$ cat src/rtl/sdram_init_ref.sv
// SDRAM power-up initialisation and periodic auto-refresh controller.
// Drives PRECHARGE ALL, INIT_REF_NUM x AUTO REFRESH and LOAD MODE after a
// power-up wait, then schedules refreshes via a Ref_req/Ref_en handshake.
// Ports:
//   Clk, Rst_n  : clock, asynchronous active-low reset
//   Command     : {CS_N,RAS_N,CAS_N,WE_N}, NOP when idle
//   Saddr, Sba  : SDRAM address / bank address (Sba always 0)
//   Init_done   : high once init completes, until reset
//   Ref_req     : refresh request to arbiter; Ref_en is the grant
//   Ref_done    : one-cycle pulse at the end of a refresh sequence
//   Ref_late    : one-cycle pulse when an interval expires with Ref_req pending
module sdram_init_ref #(
    parameter int unsigned ASIZE        = 13,
    parameter int unsigned BASIZE       = 2,
    parameter int unsigned INIT_WAIT    = 20000,
    parameter int unsigned TRP          = 2,
    parameter int unsigned TRC          = 7,
    parameter int unsigned TMRD         = 2,
    parameter int unsigned INIT_REF_NUM = 8,
    parameter int unsigned REF_PERIOD   = 780,
    parameter logic [2:0]  CAS_LAT      = 3'd3,
    parameter logic [2:0]  BURST_LEN    = 3'b011
) (
    input  logic              Clk,
    input  logic              Rst_n,
    output logic [3:0]        Command,
    output logic [ASIZE-1:0]  Saddr,
    output logic [BASIZE-1:0] Sba,
    output logic              Init_done,
    output logic              Ref_req,
    input  logic              Ref_en,
    output logic              Ref_done,
    output logic              Ref_late
);

    localparam int unsigned MX1  = (INIT_WAIT > REF_PERIOD) ? INIT_WAIT : REF_PERIOD;
    localparam int unsigned MX2  = (TRC > TRP) ? TRC : TRP;
    localparam int unsigned MX3  = (TMRD > INIT_REF_NUM) ? TMRD : INIT_REF_NUM;
    localparam int unsigned MX4  = (MX2 > MX3) ? MX2 : MX3;
    localparam int unsigned MAXP = (MX1 > MX4) ? MX1 : MX4;
    localparam int unsigned CW   = $clog2(MAXP + 1);
    localparam int unsigned TW   = $clog2(REF_PERIOD);
    localparam int unsigned RW   = $clog2(INIT_REF_NUM + 1);

    localparam logic [3:0] CMD_NOP  = 4'b0111;
    localparam logic [3:0] CMD_PRE  = 4'b0010;
    localparam logic [3:0] CMD_AREF = 4'b0001;
    localparam logic [3:0] CMD_LMR  = 4'b0000;

    localparam logic [ASIZE-1:0] ADDR_A10  = ASIZE'(11'h400);
    localparam logic [ASIZE-1:0] ADDR_MODE =
        ASIZE'({1'b0, 2'b00, CAS_LAT, 1'b0, BURST_LEN});

    localparam logic [CW-1:0] C_WAIT = CW'(INIT_WAIT);
    localparam logic [CW-1:0] C_TRP  = CW'(TRP - 1);
    localparam logic [CW-1:0] C_TRC  = CW'(TRC - 1);
    localparam logic [CW-1:0] C_TMRD = CW'(TMRD - 1);
    localparam logic [TW-1:0] T_LAST = TW'(REF_PERIOD - 1);
    localparam logic [RW-1:0] R_NUM  = RW'(INIT_REF_NUM);

    typedef enum logic [3:0] {
        S_INIT_WAIT,
        S_INIT_PRE,
        S_INIT_TRP,
        S_INIT_AREF,
        S_INIT_TRC,
        S_INIT_MRS,
        S_INIT_TMRD,
        S_IDLE,
        S_REF_PRE,
        S_REF_TRP,
        S_REF_AREF,
        S_REF_TRC
    } state_t;

    state_t           state_q;
    logic [CW-1:0]    cnt_q;
    logic [RW-1:0]    arefs_q;
    logic [TW-1:0]    timer_q;
    logic [3:0]       cmd_q;
    logic [ASIZE-1:0] saddr_q;
    logic             init_done_q;
    logic             ref_req_q;
    logic             ref_done_q;
    logic             ref_late_q;

    // Command states are entered on the edge that issues the command; cnt_q
    // then counts edges since that command, so the next command fires when
    // cnt_q reaches gap-1 (a gap of 1 skips the wait state entirely).
    always_ff @(posedge Clk or negedge Rst_n) begin
        if (!Rst_n) begin
            state_q     <= S_INIT_WAIT;
            cnt_q       <= '0;
            arefs_q     <= '0;
            timer_q     <= '0;
            cmd_q       <= CMD_NOP;
            saddr_q     <= '0;
            init_done_q <= 1'b0;
            ref_req_q   <= 1'b0;
            ref_done_q  <= 1'b0;
            ref_late_q  <= 1'b0;
        end else begin
            cmd_q      <= CMD_NOP;
            saddr_q    <= '0;
            ref_done_q <= 1'b0;
            ref_late_q <= 1'b0;
            cnt_q      <= cnt_q + CW'(1);

            // Free-running interval timer; a pending request is never doubled.
            if (init_done_q) begin
                if (timer_q == T_LAST) begin
                    timer_q <= '0;
                    if (ref_req_q) ref_late_q <= 1'b1;
                    else           ref_req_q  <= 1'b1;
                end else begin
                    timer_q <= timer_q + TW'(1);
                end
            end

            case (state_q)
                S_INIT_WAIT: begin
                    if (cnt_q == C_WAIT) begin
                        state_q <= S_INIT_PRE;
                        cmd_q   <= CMD_PRE;
                        saddr_q <= ADDR_A10;
                        cnt_q   <= '0;
                    end
                end
                S_INIT_PRE, S_INIT_TRP: begin
                    if (cnt_q == C_TRP) begin
                        state_q <= S_INIT_AREF;
                        cmd_q   <= CMD_AREF;
                        arefs_q <= arefs_q + RW'(1);
                        cnt_q   <= '0;
                    end else begin
                        state_q <= S_INIT_TRP;
                    end
                end
                S_INIT_AREF, S_INIT_TRC: begin
                    if (cnt_q == C_TRC) begin
                        cnt_q <= '0;
                        if (arefs_q == R_NUM) begin
                            state_q <= S_INIT_MRS;
                            cmd_q   <= CMD_LMR;
                            saddr_q <= ADDR_MODE;
                        end else begin
                            state_q <= S_INIT_AREF;
                            cmd_q   <= CMD_AREF;
                            arefs_q <= arefs_q + RW'(1);
                        end
                    end else begin
                        state_q <= S_INIT_TRC;
                    end
                end
                S_INIT_MRS, S_INIT_TMRD: begin
                    if (cnt_q == C_TMRD) begin
                        state_q     <= S_IDLE;
                        init_done_q <= 1'b1;
                        timer_q     <= '0;
                    end else begin
                        state_q <= S_INIT_TMRD;
                    end
                end
                S_IDLE: begin
                    if (Ref_en && ref_req_q) begin
                        state_q   <= S_REF_PRE;
                        cmd_q     <= CMD_PRE;
                        saddr_q   <= ADDR_A10;
                        ref_req_q <= 1'b0;
                        cnt_q     <= '0;
                    end
                end
                S_REF_PRE, S_REF_TRP: begin
                    if (cnt_q == C_TRP) begin
                        state_q <= S_REF_AREF;
                        cmd_q   <= CMD_AREF;
                        cnt_q   <= '0;
                    end else begin
                        state_q <= S_REF_TRP;
                    end
                end
                S_REF_AREF, S_REF_TRC: begin
                    if (cnt_q == C_TRC) begin
                        state_q    <= S_IDLE;
                        ref_done_q <= 1'b1;
                    end else begin
                        state_q <= S_REF_TRC;
                    end
                end
                default: begin
                    state_q <= S_INIT_WAIT;
                    cnt_q   <= '0;
                end
            endcase
        end
    end

    assign Command   = cmd_q;
    assign Saddr     = saddr_q;
    assign Sba       = '0;
    assign Init_done = init_done_q;
    assign Ref_req   = ref_req_q;
    assign Ref_done  = ref_done_q;
    assign Ref_late  = ref_late_q;

endmodule

$ cat config.mk
export PLATFORM = sky130hd
export DESIGN_NAME = sdram_init_ref
export DESIGN_NICKNAME = d
export VERILOG_FILES = /design/src/rtl/sdram_init_ref.sv
export SDC_FILE = /design/constraint.sdc
export NUM_CORES = 1
export LEC_CHECK = 0
export ABC_AREA = 0
export CAP_MARGIN = 0
export CORE_ASPECT_RATIO = 1.1
export CORE_UTILIZATION = 51
export DETAILED_ROUTE_END_ITERATION = 10
export GPL_TIMING_DRIVEN = 0
export HOLD_SLACK_MARGIN = 0.02
export PLACE_DENSITY_LB_ADDON = 0.08
export SKIP_CTS_REPAIR_TIMING = 1
export SLEW_MARGIN = 20
export SYNTH_ARGS = -nofsm -noshare
export SYNTH_HDL_FRONTEND = slang
export SYNTH_SLANG_ARGS = --single-unit
export TNS_END_PERCENT = 50
$ cat constraint.sdc
create_clock -name Clk -period 2.1 [get_ports Clk]
set_input_delay 0.525 -clock Clk [delete_from_list [all_inputs] [get_ports Clk]]
set_output_delay 0.525 -clock Clk [all_outputs]
set_load 0.02 [all_outputs]
==> results.txt <==
- Status: finished with violations
* Violations in the final reports: negative setup slack
- DRT antenna net count: 0
- Post-layout total power: between 3 and 4 mW
- Critical path endpoint category: flip-flop
* CTS Buf Count: 5
- Ratio of final minimum period to clock period: 104.1%
- The final-report hold violation count is 0.
- Derived from the worst setup path, the maximum achievable clock frequency is 0.4575 GHz.
- Routability-driven placement finished with a final weighted congestion of roughly 0.90.
- Setup ws final: -0.08572 ns
* Cells after synthesis: 259
* RSZ-0062 raised after global routing: yes
- Final WL: about 4800 um
- The synthesized netlist occupies a cell area of approximately 2400 sq um.
* Layout area overhead: 19.75%
- During placement, the flow inserted port buffers numbering 14.
- The clock reaches the later pin of the worst-skew pair after 0.29 ns.
* Number of cell rows: 26
* Number of top-level design ports: 26
- Static leakage: ~1.3 nW
- Of the cells placed in the final design, the portion with a size suffix greater than 1 is 17.97%.
- After routing, the total negative slack on setup checks comes to -0.7348 ns.
- Power per Cell Area: 1309 nW/um^2
- Horizontal die dimension: 67.93 um
* H-tree levels: 2
- Yosys mapped a number of flops with a built-in enable equal to 0.
- The total area inside the core boundary comes to roughly 4600 sq um.
- Initial antenna violation count: 0
* CTS tree: built
- Remaining routing DRC violations: 0
- Setup CP Type: reg2reg
* Flip-flop and latch area: ~1100 sq um
- Setup violations remaining at the end of the flow were counted as 15.
- Sequential-to-total area share from yosys stat: between 40% and 50%
* Flops & latches, synth: 42
- The first TritonRoute pass finished after 4 iterations.
- Path category of the worst min-delay check: in2async
- The floorplan step defined a die boundary enclosing 5062 sq um.
* Largest fanout on the critical path: 5
* Leading cell type in the layout, fill and taps excluded: sky130_fd_sc_hd__dfrtp_1
- The initial utilization of the core area, before any placement, comes to between 50% and 60%.
* Multi-input combinational cell area: roughly 1300 sq um
* Total half-perimeter wirelength after legalization and detailed placement: 3321 um
- Transition time of the tightest slew-check pin: around 0.6 ns
- Non-filler instance count after layout: about 350
* Final count of pins violating max slew: 0
- In this run, placement finished with an instance count of 340.
* Clock transition at the register clock pins on the worst setup and hold paths after CTS: 0.08 ns
- Wire length of the first global-routing pass: 7493 um
- For this run, the leading register cell type out of synthesis is sky130_fd_sc_hd__dfrtp_1.
- Final-stage net count: roughly 300
- Drt via density: 5.330
- Cell area after placement: about 2700 sq um
- Final Instance Area: 2920 sq um
- STA puts the critical path data arrival time at about 2.4 ns.
* Starting DRT DRC Count: between 100 and 150
- The routed layout has 1,871 vias.
- Worst setup SP type: flip-flop
- Clock period minus final worst setup slack: between 2 and 2.5 ns
- The via count of the first global-routing pass came to between 1,500 and 2,000.
- Global routing used between 10% and 20% of the available tracks across all layers.
- 0 antenna diodes ended up in the layout.
- For the worst setup path, the data required time is ~2.3 ns.
* Post-synthesis average cell area: ~9.4 sq um
* Sinks on the clock net: 42
- Total number of yosys warnings: 0
- Dividing the detail-routed wire length by the instance count gives about 14 um.
- Summed over all layers, the global routing overflow is 0.
- Reported max-cap violation count: 0
- Worst Hold Margin: around 0.18 ns
- Worst max-slew margin expressed relative to the limit: about three fifths
- In the layout the commonest cells are sky130_fd_sc_hd__dfrtp_1, sky130_fd_sc_hd__nor2_1, sky130_fd_sc_hd__buf_4, sky130_fd_sc_hd__nand3_1.
- Fillcell total: about 430
- The worst-case IR drop observed on VDD is between 1 and 1.5 mV.
- Setup clock skew after layout: slightly below 0.004 ns
- Die height: between 70 and 80 um
* Clock Root Buffer: sky130_fd_sc_hd__clkbuf_8
- The clock passes through at most 2 buffers.
- In the synthesized netlist the async set-or-reset flop fraction comes to 100.0%.
* Largest net degree at the start of global routing: 24
- After synthesis, the netlist uses 54 different library cells.
==> sequential cells by signal, summed over array words and instances, names as in the netlist <==
name,cells
Command,3
Init_done,1
Ref_done,1
Ref_late,1
Ref_req,1
Saddr,2
arefs_q,4
cnt_q,15
state_q,4
timer_q,10
==> area by class of cell <==
type,count,area share (%)
buffer,23,5.056
clock buffer,7,2.614
clock inverter,1,1.028
inverter,7,0.8997
multi-input combinational,195,44.94
sequential,42,36.20
tap,56,2.399
timing repair buffer,20,6.855
==> power breakdown <==
part           switching (mW)  internal, mW  total, mW
clock network           0.271         0.356      0.627
logic                    1.11         0.862       1.97
registers               0.187          1.04       1.23
==> synth_stat cells, types with 2 or more instances <==
cell | instances | area [sq um]
sky130_fd_sc_hd__a21oi_1 | 10 | 50.05
sky130_fd_sc_hd__clkbuf_1 | 9 | 33.78
sky130_fd_sc_hd__inv_1 | 7 | 26.28
sky130_fd_sc_hd__xor2_1 | 12 | 105.1
sky130_fd_sc_hd__nor4bb_1 | 2 | 20.02
sky130_fd_sc_hd__o21ai_0 | 3 | 15.01
sky130_fd_sc_hd__nand4_1 | 6 | 37.54
sky130_fd_sc_hd__buf_4 | 14 | 105.1
sky130_fd_sc_hd__or2_1 | 3 | 18.77
sky130_fd_sc_hd__nor3_2 | 2 | 20.02
sky130_fd_sc_hd__nand3b_1 | 2 | 15.01
sky130_fd_sc_hd__nor3b_1 | 2 | 15.01
sky130_fd_sc_hd__and3_1 | 8 | 50.05
sky130_fd_sc_hd__ha_1 | 7 | 87.58
sky130_fd_sc_hd__nand2_1 | 12 | 45.04
sky130_fd_sc_hd__dfstp_2 | 3 | 78.83
sky130_fd_sc_hd__a31oi_1 | 2 | 12.51
sky130_fd_sc_hd__nand2b_1 | 7 | 43.79
sky130_fd_sc_hd__nor2b_1 | 3 | 18.77
sky130_fd_sc_hd__o21ai_1 | 3 | 15.01
sky130_fd_sc_hd__xnor2_1 | 13 | 113.9
sky130_fd_sc_hd__dfrtp_1 | 39 | 975.9
sky130_fd_sc_hd__nor3_1 | 12 | 60.06
sky130_fd_sc_hd__nand3_1 | 14 | 70.07
sky130_fd_sc_hd__nor2_1 | 35 | 131.4
==> critical path, stage by stage (launching register included) <==
cell                      delay (ns)
sky130_fd_sc_hd__dfrtp_1        0.42
sky130_fd_sc_hd__or4_4          0.56
sky130_fd_sc_hd__or2_4          0.31
sky130_fd_sc_hd__o32a_4         0.35
sky130_fd_sc_hd__nor2_4         0.13
sky130_fd_sc_hd__mux2_4         0.30
==> metal layers <==
layer	up-vias	global-route usage [%]	wire, um
li1	936	-	-
met2	47	31.26	2205
met4	0	6.944	53
met5	-	0	0
met3	5	3.221	169
met1	883	26.76	2329
==> worst paths after layout <==
kind,from,to,slack (ns),cells past startpoint
hold / removal,Rst_n,timer_q[4],0.18,1
setup / recovery,cnt_q[7],arefs_q[1],-0.09,5
setup reg to reg,cnt_q[7],arefs_q[1],-0.09,5
max in group asynchronous,Rst_n,Command[2],1.37,2
hold reg to reg,arefs_q[3],arefs_q[3],0.49,1
min in group Clk,arefs_q[3],arefs_q[3],0.49,1
==> through the flow <==
stage / utilization, % / setup WS, ns
final: 63.22 / -0.08572
after global routing: 63.22 / -0.1228
after CTS: 61.13 / -0.2997
after detailed placement: 58.83 / -0.2811
after global placement: 58.34 / -0.5811
after floorplan: - / -0.07042
==> logic make-up after synthesis <==
group,Yosys count,share of synthesized area [%]
AO/OA/AOI/OAI,31,9.184
XOR/XNOR,25,8.979
adder cells (fa/ha/maj),7,3.591
buffers and inverters,32,7.440
flip-flops,42,43.25
multiplexers,1,0.4617
other,1,0.1538
AND/OR/NAND/NOR,120,26.94
Power figures use the tool's default switching activity.
